## src/rtl/fetch_pkg.sv

```systemverilog
// Shared types and constants for the LEGv8 instruction-fetch stage.
package fetch_pkg;

  typedef enum logic {FETCH = 1'b0, BUFFERED = 1'b1} fetch_state_t;

  localparam int INSTR_W = 32;
  localparam int PC_INC  = 4;

endpackage

```

## src/rtl/flopenr.sv

```systemverilog
// Resettable register with load enable; async active-high reset to RESET_VAL.
module flopenr #(
  parameter int             N         = 64,
  parameter logic [N-1:0]   RESET_VAL = '0
) (
  input  logic         clk,
  input  logic         reset,
  input  logic         en,
  input  logic [N-1:0] d,
  output logic [N-1:0] q
);

  // NOTE: sequential state uses non-blocking assignment so every flop samples pre-edge values.
  always_ff @(posedge clk or posedge reset) begin
    if (reset)   q <= RESET_VAL;
    else if (en) q <= d;
  end

endmodule

```

## src/rtl/fetch_stage.sv

```systemverilog
// LEGv8 fetch stage: PC register, instruction-memory request, skid buffer and IF/ID register.
module fetch_stage
  import fetch_pkg::*;
#(
  parameter int           N        = 64,
  parameter logic [N-1:0] RESET_PC = '0
) (
  input  logic               clk,
  input  logic               reset,
  input  logic               stall,
  input  logic               flush,
  input  logic               br_taken,
  input  logic [N-1:0]       br_target,
  output logic [N-1:0]       imem_addr,
  output logic               imem_req,
  input  logic [INSTR_W-1:0] imem_rdata,
  input  logic               imem_ready,
  output logic [N-1:0]       if_pc,
  output logic [INSTR_W-1:0] if_instr,
  output logic               if_valid
);

  fetch_state_t state_q, state_d;

  logic [N-1:0]       pc_q, pc_d;
  logic               pc_en;
  logic [N-1:0]       if_pc_q, if_pc_d;
  logic [INSTR_W-1:0] if_instr_q, if_instr_d;
  logic               ifid_en;
  logic               if_valid_q, if_valid_d;
  logic               valid_en;
  logic [N-1:0]       buf_pc_q;
  logic [INSTR_W-1:0] buf_instr_q;
  logic               buf_en;
  logic               accept;
  logic               unused_br_lsb;

  // Redirect targets are word-aligned by construction; the low bits carry no information.
  assign unused_br_lsb = ^br_target[1:0];

  assign accept = (state_q == FETCH) && imem_ready;

  // State register
  always_ff @(posedge clk or posedge reset) begin
    if (reset) state_q <= FETCH;
    else       state_q <= state_d;
  end

  // Next-state logic
  always_comb begin
    state_d = state_q;
    if (br_taken || flush) begin
      state_d = FETCH;
    end else begin
      unique case (state_q)
        FETCH:    if (imem_ready && stall) state_d = BUFFERED;
        BUFFERED: if (!stall)              state_d = FETCH;
        default:                           state_d = FETCH;
      endcase
    end
  end

  // Output logic
  always_comb begin
    imem_req = !reset && (state_q == FETCH);
  end

  // Next-PC mux and register enables; priority br_taken > flush > stall.
  always_comb begin
    // NOTE: every comb output gets a default first, so no path can infer a latch.
    pc_en      = 1'b0;
    pc_d       = pc_q + N'(PC_INC);
    ifid_en    = 1'b0;
    valid_en   = 1'b0;
    if_valid_d = if_valid_q;
    buf_en     = 1'b0;
    if_pc_d    = (state_q == BUFFERED) ? buf_pc_q    : pc_q;
    if_instr_d = (state_q == BUFFERED) ? buf_instr_q : imem_rdata;

    if (br_taken) begin
      pc_en      = 1'b1;
      pc_d       = {br_target[N-1:2], 2'b00};
      valid_en   = 1'b1;
      if_valid_d = 1'b0;
    end else if (flush) begin
      // An accepted word still advances the PC; it is simply not written valid.
      pc_en      = accept;
      valid_en   = 1'b1;
      if_valid_d = 1'b0;
    end else if (state_q == FETCH) begin
      pc_en = imem_ready;
      if (imem_ready && !stall) begin
        ifid_en    = 1'b1;
        valid_en   = 1'b1;
        if_valid_d = 1'b1;
      end else if (imem_ready && stall) begin
        buf_en = 1'b1;
      end else if (!stall) begin
        valid_en   = 1'b1;
        if_valid_d = 1'b0;
      end
    end else if (!stall) begin
      ifid_en    = 1'b1;
      valid_en   = 1'b1;
      if_valid_d = 1'b1;
    end
  end

  flopenr #(.N(N), .RESET_VAL(RESET_PC)) u_pc (
    .clk(clk), .reset(reset), .en(pc_en), .d(pc_d), .q(pc_q)
  );

  flopenr #(.N(N)) u_if_pc (
    .clk(clk), .reset(reset), .en(ifid_en), .d(if_pc_d), .q(if_pc_q)
  );

  flopenr #(.N(INSTR_W)) u_if_instr (
    .clk(clk), .reset(reset), .en(ifid_en), .d(if_instr_d), .q(if_instr_q)
  );

  flopenr #(.N(1)) u_if_valid (
    .clk(clk), .reset(reset), .en(valid_en), .d(if_valid_d), .q(if_valid_q)
  );

  flopenr #(.N(N)) u_buf_pc (
    .clk(clk), .reset(reset), .en(buf_en), .d(pc_q), .q(buf_pc_q)
  );

  flopenr #(.N(INSTR_W)) u_buf_instr (
    .clk(clk), .reset(reset), .en(buf_en), .d(imem_rdata), .q(buf_instr_q)
  );

  assign imem_addr = pc_q;
  assign if_pc     = if_pc_q;
  assign if_instr  = if_instr_q;
  assign if_valid  = if_valid_q;

endmodule

```

## config.mk

```make
export PLATFORM = sky130hd
export DESIGN_NAME = fetch_stage
export DESIGN_NICKNAME = d
export VERILOG_FILES = /design/src/rtl/fetch_pkg.sv /design/src/rtl/flopenr.sv /design/src/rtl/fetch_stage.sv
export SDC_FILE = /design/constraint.sdc
export NUM_CORES = 1
export LEC_CHECK = 0
export CAP_MARGIN = 20
export CORE_ASPECT_RATIO = 1.2
export CORE_UTILIZATION = 53
export CTS_BUF_LIST = sky130_fd_sc_hd__clkbuf_8 sky130_fd_sc_hd__clkbuf_16
export DETAILED_ROUTE_END_ITERATION = 7
export GPL_TIMING_DRIVEN = 1
export PLACE_DENSITY = 0.9
export REMOVE_ABC_BUFFERS = 1
export SLEW_MARGIN = 20
export SYNTH_ARGS = -nofsm -noshare
export SYNTH_HDL_FRONTEND = slang
export SYNTH_HIERARCHICAL = 1
export SYNTH_SLANG_ARGS = --single-unit
```

## constraint.sdc

```tcl
create_clock -name clk -period 2.9 [get_ports clk]
set_input_delay 0.29 -clock clk [delete_from_list [all_inputs] [get_ports clk]]
set_output_delay 0.29 -clock clk [all_outputs]
set_load 0.05 [all_outputs]
```

==> results of run 1 <==
## layout make-up
class,count,share of cell area
timing repair buffer,330,0.1803
clock inverter,15,0.008323
multi-input combinational,707,0.3848
sequential,258,0.3581
tap,335,0.02324
clock buffer,32,0.04127
inverter,18,0.003954
## Yosys cell counts (3+ instances only)
cell type  number  area share
buf_2           3      0.0011
o31a_1          6      0.0037
o21ai_0        56       0.020
or2_2           4      0.0018
nand2b_1        9      0.0040
mux2_2        103       0.082
a22oi_1         5      0.0027
clkbuf_1       31      0.0082
dfrtp_1       258        0.46
nor2_1         23      0.0061
nand3_1        18      0.0064
nand2_1        82       0.022
buf_1           4      0.0011
xnor2_1        32       0.020
nor4_1         15      0.0066
or3_1           5      0.0022
buf_6           5      0.0040
or4_1           6      0.0032
nand4_1        13      0.0058
a221o_1         4      0.0028
buf_12         24       0.034
nor2b_1        11      0.0049
and3_1          9      0.0040
and4_1          8      0.0050
mux2i_1         7      0.0050
mux2_4        241        0.26
a31oi_1         6      0.0027
nor3_1         23      0.0082
xor2_1          8      0.0050
inv_1          18      0.0048
## metrics by stage
stage	setup TNS [ns]	area, sq um
after floorplan	-2235.82	13440
after global placement	0	17120
after detailed placement	0	17120
after CTS	0	18020
after global routing	0	18040
final	0	18040
## registers in the layout, indices dropped and copies added (netlist names)
register,cells
u_buf_pc/q,64
state_q,1
u_if_pc/q,64
u_if_valid/q,1
u_if_instr/q,32
u_buf_instr/q,32
u_pc/q,64
## layer usage
layer | share of wire | wire [um] | up-vias
met2 | 0.50 | 17970 | 303
li1 | - | - | 4329
met4 | 0.034 | 1226 | 0
met3 | 0.064 | 2319 | 78
met5 | 0 | 0 | -
met1 | 0.41 | 14650 | 4821
## final timing paths
| kind | from | end | slack, ns | depth (start not counted) |
|---|---|---|---|---|
| min in group clk | br_taken | state_q | 0.24 | 4 |
| max reg2reg | u_pc/q[12] | u_pc/q[54] | 0.17 | 7 |
| min reg2reg | u_buf_pc/q[4] | u_buf_pc/q[4] | 0.50 | 1 |
| max in group asynchronous | reset | u_if_pc/q[0] | 1.77 | 3 |
| max | u_pc/q[12] | u_pc/q[54] | 0.17 | 7 |
| min | reset | u_if_valid/q | 0.20 | 2 |
## what timing repair did
item / in CTS / in global routing
endpoints found under the setup margin: 0 / 9
resized for setup: 0 / 2
setup buffers: 0 / 2
## report_power, final
group	internal, mW	switching (mW)	total [mW]
logic	2.58	3.10	5.68
clock network	2.08	1.42	3.50
registers	4.51	0.644	5.16
## worst max-delay path: stages (launching register included)
cell	delay [ns]
dfrtp_1	0.36
nand4_2	0.16
or4_1	0.57
buf_4	0.19
or4_4	0.61
o21a_1	0.20
o31a_1	0.28
mux2_4	0.25
## logic make-up (layout without fill, tap and decap cells)
family	count (synthesis)	after routing	share of synthesized area
AOI/OAI and AO/OA	82	82	0.03456
xor gates and xnor gates	40	40	0.02481
adders and majority gates	1	1	0.0008861
buffers and inverters	85	395	0.05317
DFF	258	258	0.4573
muxes	351	351	0.3434
and+or+nand+nor	233	233	0.08587
## cells in the final DEF (no fill, tap or decap), drive strengths merged, types with 18 or more instances in the layout
master,n
buf,70
mux2,344
nor3,23
dfrtp,258
inv,19
clkdlybuf4s50,260
nand3,18
clkbuf,32
nand2,82
nor2,23
xnor2,32
o21ai,56
==> results by group, run 1 <==
Critical path
  • Peak fanout along the critical path: 8
  • CP Data Arrival Time: 3.14 ns
  • Critical Path Start Type: flop
  • Worst path required time: 3.31 ns
  • Critical path class: reg2reg
  • Worst setup EP type: flop

Global route
  • Global routing met2 resource utilization: 0.4539
  • Initial antenna violation count: 0
  • Busiest grt layer: met2
  • GRT Total Usage: 0.2655
  • GRT Residual Overflow: 0
  • M3 GR Usage: 0.05505
  • Largest net degree at the start of global routing: 98
  • Vias in the first global route: 10400
  • Met1 global-route usage: 0.3244
  • First-pass GRT wire length: 57.11 mm

Place
  • HPWL after detailed placement: 24.57 mm
  • IO buf count: 261
  • Placer Congestion: 0.7993
  • Dpl ws: 0.03639 ns
  • Dpl cells: 1646

STA
  • Final Hold Fails: 0
  • Unrepaired setup endpoints after global routing: no
  • Period Utilization, post-route: 0.9415
  • Final setup fails: 0
  • Worst-margin pin slew: 0.6472 ns
  • Slew margin rel.: 0.5680
  • Max frequency: 366.2 MHz
  • Clock Skew: 0.009780 ns
  • Hold WS: 0.2003 ns
  • Fin crit period: 2.730 ns
  • Slew Viols, Final: 0
  • Final worst setup slack: 0.1695 ns

Route
  • Via count: 9531
  • Vias per inst: 5.623
  • Final wirelength: 36.17 mm
  • Pre-antenna DRT Iters: 8
  • DRC viols: 0
  • DR iter-0 viols: 393
  • Post-route ant nets: 0
  • DR WL/cell: 21.34 um

Final layout
  • Area occupied by multi-input gates: 6940 sq um
  • Core Util, Final: 0.6867
  • Ant diodes: 0
  • FILL cells: 1794
  • Layout Cells excl Fill: 1695
  • Fraction of layout cells with a size suffix above 1: 0.3485
  • Register area: 6460 sq um
  • P&R area growth vs syn: 27.77%
  • Final #Nets: 1445

Clock tree
  • Hold_buf cts: 0
  • TritonCTS clock tree: yes
  • CTS clk-pin slew, worst paths: 0.06 ns
  • Clk_lat worst skew: 0.53 ns
  • CTS buffer count: 27
  • Clk root buf: clkbuf_16
  • Number of H-tree levels: 1
  • Clock sinks: 258
  • Clock tree buffer depth: 3

Power and ir drop
  • Cell Pwr Density: 794.8 nW/um^2
  • VDD IR max: 0.0005915 V
  • Tot Pwr: 14.34 mW
  • Static Leak: 7.881 nW

Synth
  • Post-Syn Area: 14120 sq um
  • Post-synthesis cell type count: 40
  • Post-synthesis sequential area ratio: 0.4573
  • Synth Area per Inst: 13.45 sq um
  • Post-synth ARST share: 1.000
  • EDFF count, synth: 0
  • Synthesis-stage register bit count: 258
  • Synth Flop Type: dfrtp_1
  • Gate Count Post-Synth: 1050
  • Ys Warns: 6

Die
  • Total Die Area: 27300 sq um
  • Die X: 151.0 um
  • Row count: 65
  • Initial Utilization: 0.5375
  • Die H: 180.8 um
  • Core box area: 26270 sq um
  • IO Pins: 264

Run
  • Max cap viols: 0

Hold path
  • Worst Hold Class: in2async

Status
  • Status: completed
Note: power is estimated with default switching activity, not from simulation.
==> run 2, diff against run 1 <==
REMOVE_ABC_BUFFERS = not set   (was 1)
==> run 2 against run 1 <==
Critical path type unchanged. Cell area decreased by 0.26%. Via count is 2.0% higher. Clock-buffer cell count did not move. Core utilization fell by 0.18 points. Die area is the same. Worst hold slack got worse by 0.026 ns. Critical endpoint unchanged. Routed wire length up 1.7%.
==> results by group, run 2 (synthesized netlist as in run 1, its figures left out) <==
Status
  • Status: completed

Final layout
  • Most frequent cells in the layout: clkdlybuf4s50_1, dfrtp_1, mux2_4, mux2_2, nand2_1
  • FILL cells: 1728
  • Commonest non-fill, non-tap cell in the layout: clkdlybuf4s50_1
  • Largest regs: u_buf_pc/q x64, u_if_pc/q x64, u_pc/q x64
  • Ant diodes: 0
  • Final #Nets: 1445
  • P&R area growth vs syn: 27.44%
  • Fraction of layout cells with a size suffix above 1: 0.3461

STA
  • Worst-margin pin slew: 0.8021 ns
  • Max frequency: 355.2 MHz
  • Final Hold Fails: 0
  • Final worst setup slack: 0.08498 ns
  • Unrepaired setup endpoints after global routing: no
  • Final setup fails: 0
  • Slew margin rel.: 0.4652
  • Fin crit period: 2.815 ns
  • Final setup TNS: 0 ns
  • Clock Skew: 0.01404 ns
  • Period Utilization, post-route: 0.9707
  • Slew Viols, Final: 0

Critical path
  • Critical path class: reg2reg
  • Critical Path Max Stage Delay: 0.69 ns
  • Crit-path slowest cell: or4_1
  • Peak fanout along the critical path: 8
  • CP Data Arrival Time: 3.23 ns
  • Crit path from: u_pc/q[2]
  • Worst setup EP type: flop
  • FF-to-FF Start: u_pc/q[2]
  • Worst path required time: 3.31 ns
  • Critical Path Start Type: flop
  • CP cell instances: ha_1, nand4_1, or4_1, or4_1, o21a_1, o31a_1, mux2_4
  • Top cell by count, worst path: or4_1

Place
  • Dpl ws: 0.09137 ns
  • Placer Congestion: 0.8232
  • HPWL after detailed placement: 24.87 mm
  • IO buf count: 261

Clock tree
  • TritonCTS clock tree: yes
  • Number of H-tree levels: 1
  • Clk root buf: clkbuf_16
  • Post-CTS resize count: 0
  • Clock sinks: 258
  • Clock tree buffer depth: 3
  • CTS clk-pin slew, worst paths: 0.06 ns
  • Clk_lat worst skew: 0.53 ns
  • CTS buffer count: 27

Die
  • Total Die Area: 27300 sq um
  • IO Pins: 264
  • Die H: 180.8 um
  • Row count: 65
  • Die X: 151.0 um
  • Core box area: 26270 sq um
  • Initial Utilization: 0.5375

Route
  • DR WL/cell: 21.72 um
  • Vias per inst: 5.742
  • Post-route ant nets: 0
  • DRC viols: 0
  • Pre-antenna DRT Iters: 4
  • DR iter-0 viols: 408
  • Final wirelength: 36.77 mm
  • Via count: 9722

Global route
  • GRT Residual Overflow: 0
  • Largest net degree at the start of global routing: 127
  • GRT Total Usage: 0.2688
  • Vias in the first global route: 10400
  • Initial antenna violation count: 1
  • First-pass GRT wire length: 57.77 mm

Hold path
  • Worst Hold Class: in2async

Run
  • Max cap viols: 0

Power and ir drop
  • Static Leak: 7.860 nW
  • VDD IR max: 0.0005520 V
  • Cell Pwr Density: 787.1 nW/um^2

Synth
  • Synth Net Count: 1153
[run 2: cell count changes in the layout (fill, tap and decap cells not counted), moves of 2 or more]
cell       change
dfrtp_2        +6
clkinv_2       -6
buf_4          -2
inv_1          +6
bufinv_16      -2
buf_12         +2
dfrtp_1        -6
[run 2: report_power, final]
group	leakage (nW)	internal (mW)	switching (mW)	total, mW
Sequential	3.12	4.52	0.639	5.15
Combinational	4.30	2.59	3.14	5.73
Clock	0.440	1.88	1.40	3.28
Total	7.86	8.99	5.17	14.2
[run 2: worst max-delay path: cells and delay by family, from the launching register on]
kind            cells  cell delay, ns
fa+ha+maj           1            0.21
simple gates        3            1.36
compound gates      2            0.50
mux                 1            0.25
flops               1            0.36
[run 2: path summary, 6_finish.rpt]
path	depth (start not counted)	slack, ns	to
worst min register to register	1	0.50	u_buf_pc/q[63]
min in group clk	3	0.24	u_pc/q[0]
worst min-delay path	2	0.17	state_q
worst max-delay path	7	0.08	u_pc/q[54]
max in group asynchronous	3	1.83	u_if_pc/q[5]
worst max register to register	7	0.08	u_pc/q[54]
[run 2: stage by stage]
| step | cells | cell area (sq um) | utilization | power [mW] | hold slack [ns] |
|---|---|---|---|---|---|
| detailed placement | 1646 | 17150 | 0.6530 | 10.88 | 0.4874 |
| finish | 1693 | 17990 | 0.6849 | 14.16 | 0.1742 |
| floorplan | 1050 | 14130 | - | 8.953 | 0.01871 |
| global route | 1693 | 17990 | 0.6849 | 14.71 | 0.1775 |
| CTS | 1691 | 17980 | 0.6844 | 14.23 | 0.1630 |
| global placement | 1646 | 17150 | 0.6530 | 10.69 | 0.4832 |
[run 2: routing by layer]
layer	part of all wire	vias up	wire length, um	global-route usage
li1	-	4330	-	-
met1	0.40	4950	14550	0.3269
met2	0.50	358	18380	0.4587
met3	0.070	84	2589	0.06035
met4	0.034	0	1251	0.1032
met5	0	-	0	0
[run 2: layout make-up]
type / count / area, sq um / area share
Timing Repair Buffer: 330 / 3278 / 0.1822
Tap cell: 335 / 419.2 / 0.02330
Sequential cell: 258 / 6467 / 0.3595
Multi-Input combinational cell: 707 / 6933 / 0.3853
Clock buffer: 32 / 744.5 / 0.04138
Clock inverter: 13 / 80.08 / 0.004451
Inverter: 18 / 70.07 / 0.003894
[run 2: timing repair]
item,CTS,global route
setup buffers,0,2
setup endpoints to repair,0,4
hold buffers,0,0
==> run 3, diff against run 2 <==
SKIP_LAST_GASP = 1   (was not set)
==> results of run 3 <==
Same layout as run 2: the final DEF is identical, and so are final timing and power.
